**config.mk**
```make
export PLATFORM = sky130hd
export DESIGN_NAME = alu_arbiter
export DESIGN_NICKNAME = d
export VERILOG_FILES = /design/src/rtl/alu_pkg.sv /design/src/rtl/alu.sv /design/src/rtl/alu_arbiter.sv
export SDC_FILE = /design/constraint.sdc
export NUM_CORES = 1
export LEC_CHECK = 0
export BUFFER_PORTS_ARGS = -buffer_cell sky130_fd_sc_hd__buf_2
export CAP_MARGIN = 10
export CORE_MARGIN = 2
export CORE_UTILIZATION = 50
export CTS_CLUSTER_SIZE = 8
export DETAILED_ROUTE_END_ITERATION = 10
export GPL_TIMING_DRIVEN = 0
export PLACE_DENSITY = 0.76
export SETUP_SLACK_MARGIN = 0.3
export SLEW_MARGIN = 10
export SYNTH_ARGS = -nofsm -noshare
export SYNTH_HDL_FRONTEND = slang
export SYNTH_SLANG_ARGS = --single-unit
```
**constraint.sdc**
```tcl
create_clock -name clk -period 10.35 [get_ports clk]
set_clock_uncertainty 0.2 [all_clocks]
set_input_delay 1.035 -clock clk [delete_from_list [all_inputs] [get_ports clk]]
set_output_delay 1.035 -clock clk [all_outputs]
set_load 0.005 [all_outputs]
```
**src/rtl/alu_pkg.sv**
```systemverilog
`default_nettype none
// ============================================================================
//  Module   : alu_pkg
//  Brief    : Opcodes, flag bit positions and opcode decode helpers for the ALU.
//  Revision : 1.0
// ============================================================================
package alu_pkg;

    localparam logic [3:0] OP_ADD    = 4'b0000;
    localparam logic [3:0] OP_SUB    = 4'b0001;
    localparam logic [3:0] OP_XOR    = 4'b0010;
    localparam logic [3:0] OP_RED    = 4'b0011;
    localparam logic [3:0] OP_SLL    = 4'b0100;
    localparam logic [3:0] OP_SRA    = 4'b0101;
    localparam logic [3:0] OP_ROR    = 4'b0110;
    localparam logic [3:0] OP_PADDSB = 4'b0111;

    localparam int FLAG_V = 0;
    localparam int FLAG_Z = 1;
    localparam int FLAG_N = 2;

    function automatic logic is_reserved(input logic [3:0] op);
        return op[3];
    endfunction

    // Which NZV bits a port-0 operation is allowed to overwrite.
    function automatic logic [2:0] flag_mask(input logic [3:0] op);
        logic [2:0] m;
        m = 3'b000;
        case (op)
            OP_ADD, OP_SUB:                 m = 3'b111;
            OP_XOR, OP_SLL, OP_SRA, OP_ROR: m = 3'(1 << FLAG_Z);
            default:                        m = 3'b000;
        endcase
        return m;
    endfunction

endpackage
`default_nettype wire

```
**src/rtl/alu.sv**
```systemverilog
`default_nettype none
// ============================================================================
//  Module   : alu
//  Brief    : Combinational 16-bit ALU with N/Z/V outputs.
//  Revision : 1.0
// ============================================================================
module alu
    import alu_pkg::*;
(
    input  logic [3:0]  i_op,
    input  logic [15:0] i_a,
    input  logic [15:0] i_b,
    output logic [15:0] o_res,
    output logic        o_n,
    output logic        o_z,
    output logic        o_v
);

    logic [3:0]  w_sh;
    logic [15:0] w_sum;
    logic [15:0] w_diff;
    logic [15:0] w_sll;
    logic [15:0] w_sra;
    logic [15:0] w_ror;
    logic [15:0] w_paddsb;

    assign w_sh   = i_b[3:0];
    assign w_sum  = i_a + i_b;
    assign w_diff = i_a - i_b;
    assign w_sll  = i_a << w_sh;
    assign w_sra  = $signed(i_a) >>> w_sh;
    assign w_ror  = (i_a >> w_sh) | (i_a << (5'd16 - {1'b0, w_sh}));

    // Saturating signed byte add: a 9-bit sign-extended sum exposes overflow.
    generate
        for (genvar gi = 0; gi < 2; gi++) begin : g_lane
            logic [8:0] w_s;
            assign w_s = {i_a[8*gi+7], i_a[8*gi +: 8]} + {i_b[8*gi+7], i_b[8*gi +: 8]};
            assign w_paddsb[8*gi +: 8] = (w_s[8] != w_s[7]) ? (w_s[8] ? 8'h80 : 8'h7F)
                                                            : w_s[7:0];
        end
    endgenerate

    always_comb begin
        o_res = 16'h0000;
        o_v   = 1'b0;
        case (i_op)
            OP_ADD: begin
                o_res = w_sum;
                o_v   = (i_a[15] == i_b[15]) && (w_sum[15] != i_a[15]);
            end
            OP_SUB: begin
                o_res = w_diff;
                o_v   = (i_a[15] != i_b[15]) && (w_diff[15] != i_a[15]);
            end
            OP_XOR:    o_res = i_a ^ i_b;
            OP_RED:    o_res = {15'b0, ^i_a};
            OP_SLL:    o_res = w_sll;
            OP_SRA:    o_res = w_sra;
            OP_ROR:    o_res = w_ror;
            OP_PADDSB: o_res = w_paddsb;
            default:   o_res = 16'h0000;
        endcase
    end

    assign o_n = o_res[15];
    assign o_z = (o_res == 16'h0000);

endmodule
`default_nettype wire

```
**src/rtl/alu_arbiter.sv**
```systemverilog
`default_nettype none
// ============================================================================
//  Module   : alu_arbiter
//  Brief    : Two-port arbiter in front of the shared ALU; owns the NZV flags.
//  Revision : 1.0
// ============================================================================
module alu_arbiter
    import alu_pkg::*;
#(
    parameter bit RR_EN = 1'b1,
    parameter int DW    = 16
) (
    input  logic          clk,
    input  logic          rst_n,
    input  logic          en,
    input  logic          req0,
    input  logic [3:0]    op0,
    input  logic [DW-1:0] a0,
    input  logic [DW-1:0] b0,
    output logic          gnt0,
    output logic          rsp_valid0,
    output logic [DW-1:0] result0,
    input  logic          req1,
    input  logic [3:0]    op1,
    input  logic [DW-1:0] a1,
    input  logic [DW-1:0] b1,
    output logic          gnt1,
    output logic          rsp_valid1,
    output logic [DW-1:0] result1,
    output logic [2:0]    flags,
    output logic          err
);

    logic          r_last_gnt;
    logic          r_rsp_valid0;
    logic          r_rsp_valid1;
    logic [DW-1:0] r_result0;
    logic [DW-1:0] r_result1;
    logic [2:0]    r_flags;
    logic          r_err;

    logic          w_gnt0;
    logic          w_gnt1;
    logic [3:0]    w_op;
    logic [DW-1:0] w_a;
    logic [DW-1:0] w_b;
    logic [DW-1:0] w_alu_res;
    logic [DW-1:0] w_load;
    logic          w_alu_n;
    logic          w_alu_z;
    logic          w_alu_v;
    logic [2:0]    w_alu_nzv;
    logic [2:0]    w_mask;

    // Port 0 wins unless port 1 also requests and round-robin says it is port 1's turn.
    assign w_gnt0 = en && req0 && (!req1 || !RR_EN || r_last_gnt);
    assign w_gnt1 = en && req1 && !w_gnt0;

    assign w_op = w_gnt1 ? op1 : op0;
    assign w_a  = w_gnt1 ? a1  : a0;
    assign w_b  = w_gnt1 ? b1  : b0;

    alu u_alu (
        .i_op  (w_op),
        .i_a   (w_a),
        .i_b   (w_b),
        .o_res (w_alu_res),
        .o_n   (w_alu_n),
        .o_z   (w_alu_z),
        .o_v   (w_alu_v)
    );

    assign w_load = is_reserved(w_op) ? '0 : w_alu_res;

    always_comb begin
        w_alu_nzv         = 3'b000;
        w_alu_nzv[FLAG_N] = w_alu_n;
        w_alu_nzv[FLAG_Z] = w_alu_z;
        w_alu_nzv[FLAG_V] = w_alu_v;
    end

    assign w_mask = w_gnt0 ? flag_mask(op0) : 3'b000;

    always_ff @(posedge clk) begin
        if (!rst_n) begin
            r_last_gnt   <= 1'b1;
            r_rsp_valid0 <= 1'b0;
            r_rsp_valid1 <= 1'b0;
            r_result0    <= '0;
            r_result1    <= '0;
            r_flags      <= 3'b000;
            r_err        <= 1'b0;
        end else begin
            r_rsp_valid0 <= w_gnt0;
            r_rsp_valid1 <= w_gnt1;
            r_err        <= (w_gnt0 || w_gnt1) && is_reserved(w_op);
            r_flags      <= (r_flags & ~w_mask) | (w_alu_nzv & w_mask);
            if (w_gnt0) begin
                r_result0  <= w_load;
                r_last_gnt <= 1'b0;
            end
            if (w_gnt1) begin
                r_result1  <= w_load;
                r_last_gnt <= 1'b1;
            end
        end
    end

    assign gnt0       = w_gnt0;
    assign gnt1       = w_gnt1;
    assign rsp_valid0 = r_rsp_valid0;
    assign rsp_valid1 = r_rsp_valid1;
    assign result0    = r_result0;
    assign result1    = r_result1;
    assign flags      = r_flags;
    assign err        = r_err;

endmodule
`default_nettype wire

```
==> flow_summary_export.csv <==
group,metric,value,unit
outcome,status,"completed",
clock_tree,post_cts_resized,0,
clock_tree,path_clk_slew,0.06,ns
setup_path,startpoint,"req1",
drt,routed_wl,41600,um
global_route,grt_pass1_wl,61800,um
synth,ys_warn_count,0,
drt,via_count,10900,
hold_path,whs_endpoint,"result0[0]",
clock_tree,cts_sinks,39,
timing,period_needed,7.97,ns
die,rows,47,
global_route,grt_max_degree,13,
layout,layout_commonest_cell,"nand2_1",
setup_path,critPathLaunchType,"input pin",
clock_tree,post-cts-setup-buffers,0,
drt,ant_nets,0,
timing,rsz0062_at_grt,"no",
synth,synth_edf_count,0,
synth,async_flop_share,0,%
place,routabilityCongestion,1.08,
place,dp_hpwl,32900,um
setup_path,reg2reg_setup_slack,3.01,ns
global_route,use_met3,9.98,%
layout,area_growth_syn_to_layout,11.2,%
synth,yosys.area.top_type,"mux2i_1",
clock_tree,cts_buffers,5,
hold_path,whs_path_depth,2,
setup_path,r2r_start,"r_last_gnt",
layout,fill_cells,1591,
synth,yosysSeqAreaShare,9.16,%
global_route,grt_util_met1,61.4,%
global_route,busiest_layer,"met2",
layout,drive_gt1_share,17.4,%
timing,finalSetupViolations,0,
layout,layout_common_cells,"nand2_1 (143), buf_2 (134), nor2_1 (86), mux2i_1 (79), a21oi_1 (67)",
timing,slew_headroom,8.45,%
timing,fin_crit_sh,77.0,%
global_route,grt_use_met2,67.0,%
global_route,antenna_found_initial,1,
global_route,grtUsageTotal,45.1,%
setup_path,r2r_cells,19,
synth,synth_cell_types,98,
timing,tns,0,ns
hold_path,min_from,"result0[0]",
drt,drtPass1Iterations,7,
clock_tree,cts_max_path_buffers,2,
die,die_y,135,um
timing,max_freq,125,MHz
place,dpl-instance-area,9290,sq um
synth,synthCells,1202,
layout,postLayoutCellArea,9480,sq um
hold_path,min_path_type,"flop to flop",
global_route,grt_pass1_vias,9880,
clock_tree,postCtsHoldBufs,0,
timing,fin_hold_ws,0.294,ns
clock_tree,cts_tree,"done",
die,die_w,135,um
synth,synth.avg_cell_area,7.09,sq um
clock_tree,htree_levels,2,
clock_tree,root_buffer,"clkbuf_16",
setup_path,crit_type,"input pin to flop",
job,drv_cap,0,
clock_tree,clk_latency,0.28,ns
place,port_buffers,98,
drt,via_per_inst,7.12,
synth,syn_nets,1315,
die,core,16600,sq um
timing,hold_violations,0,
synth,synth_flop_cell,"dfxtp_1",
setup_path,arrival,8.00,ns
drt,route.detailed.drc,0,
setup_path,cp.required,10.38,ns
global_route,grt_overflow,0,
setup_path,cp_max_fo,10,
timing,finalMaxSlewViolations,0,
die,initial_core_util,51.2,%
pwr,p_per_area,107,nW/um^2
pwr,ir_drop,135,uV
setup_path,endpoint_kind,"flop",
timing,tightest_slew,1.37,ns
layout,nets,1420,
die,dieArea,18100,sq um
synth,synth_top_area_share,9.28,%
synth,synth_area,8530,sq um
drt,wire_per_inst,27.2,um
synth,synth_area_leaders,"mux2i_1 (9.3%), dfxtp_1 (9.2%), nand2_1 (6.3%)",
synth,ys_ff_latch,39,
die,pin_count,117,
pwr,power_leakage,0.00404,uW
drt,drtIter0Drc,1775,
==> synth_stat cells, types with 14 or more instances <==
cell / n
and3_1: 19
xnor2_1: 34
nand3_1: 43
nor3_1: 35
clkbuf_1: 44
o211ai_1: 25
nor2_1: 86
nor2b_1: 14
buf_2: 36
a211oi_1: 44
inv_1: 45
a22oi_1: 14
o21ai_0: 43
a31oi_1: 17
mux2i_1: 79
mux2_2: 16
nand2_1: 143
dfxtp_1: 39
and2_1: 20
ha_1: 33
nand2b_1: 20
mux4_2: 14
a21oi_1: 67
==> logic make-up (layout without fill, tap and decap cells) <==
| group | after synthesis | after routing | synth area share [%] |
|---|---|---|---|
| buffers and inverters | 160 | 266 | 8.73 |
| AO/OA/AOI/OAI | 365 | 365 | 30.7 |
| multiplexers | 112 | 112 | 15.5 |
| other | 0 | 1 | 0 |
| flip-flops | 39 | 39 | 9.16 |
| XOR/XNOR | 39 | 39 | 4.01 |
| adder cells (fa/ha/maj) | 37 | 37 | 5.66 |
| AND/OR/NAND/NOR | 450 | 450 | 26.2 |
==> power by group <==
part,internal (uW),switching (uW)
Clock,138,58.6
Combinational,229,420
Sequential,160,5.24
==> per-layer routing <==
layer  part of all wire [%]  routed length, um  vias up
li1                       -                  -     4718
met1                     38              15900     5082
met2                     41              17000      931
met3                     14               6020      160
met4                    6.3               2620        2
met5                   0.19                 78        -
==> per-stage QoR <==
| stage | instances | setup WS, ns | total power (uW) | util [%] |
|---|---|---|---|---|
| global route | 1528 | 2.19 | 1050 | 57.0 |
| global placement | 1520 | 2.53 | 782 | 55.8 |
| floorplan | 1202 | 4.59 | 584 | - |
| CTS | 1528 | 2.71 | 982 | 57.0 |
| finish | 1529 | 2.38 | 1010 | 57.0 |
| detailed placement | 1520 | 2.44 | 784 | 55.8 |
==> final cells by class <==
type                    count  area [sq um]  share of cell area [%]
diodes                      1          2.50                  0.0264
plain buffers             111           561                    5.91
clock buffers               6           129                    1.36
clock inverters             2          60.1                   0.633
inverters                  49           184                    1.94
multi-input cells        1003          7000                    73.8
flip-flops and latches     39           781                    8.23
well taps                 220           275                    2.90
repair buffers             98           490                    5.17
==> worst max path at each step <==
stage,to,slack [ns]
3_5_place_dp,flop,2.44
2_1_floorplan,flop,4.59
3_3_place_gp,flop,2.53
5_1_grt,flop,2.19
6_report,flop,2.38
4_1_cts,flop,2.71
==> state kept, by name, summed over array words and instances (netlist names), named ones only <==
| signal | count |
|---|---|
| err | 1 |
| r_last_gnt | 1 |
| result0 | 16 |
| rsp_valid0 | 1 |
| rsp_valid1 | 1 |
| result1 | 16 |
==> worst max-delay path, stage by stage <==
cell       delay (ns)
buf_2            0.12
and2_1           0.16
buf_4            0.16
nand2_4          0.15
buf_4            0.28
buf_2            0.32
clkbuf_1         0.62
clkbuf_1         0.85
o21ai_0          0.36
ha_1             0.37
buf_2            0.18
nor2b_1          0.23
o311ai_2         0.19
a2111oi_0        1.15
nand3_1          0.31
o32ai_1          0.22
a211oi_1         0.10
a2111oi_2        0.61
nand2b_1         0.11
nor4_1           0.29
a31o_1           0.17
Note: power is estimated with default switching activity, not from simulation.
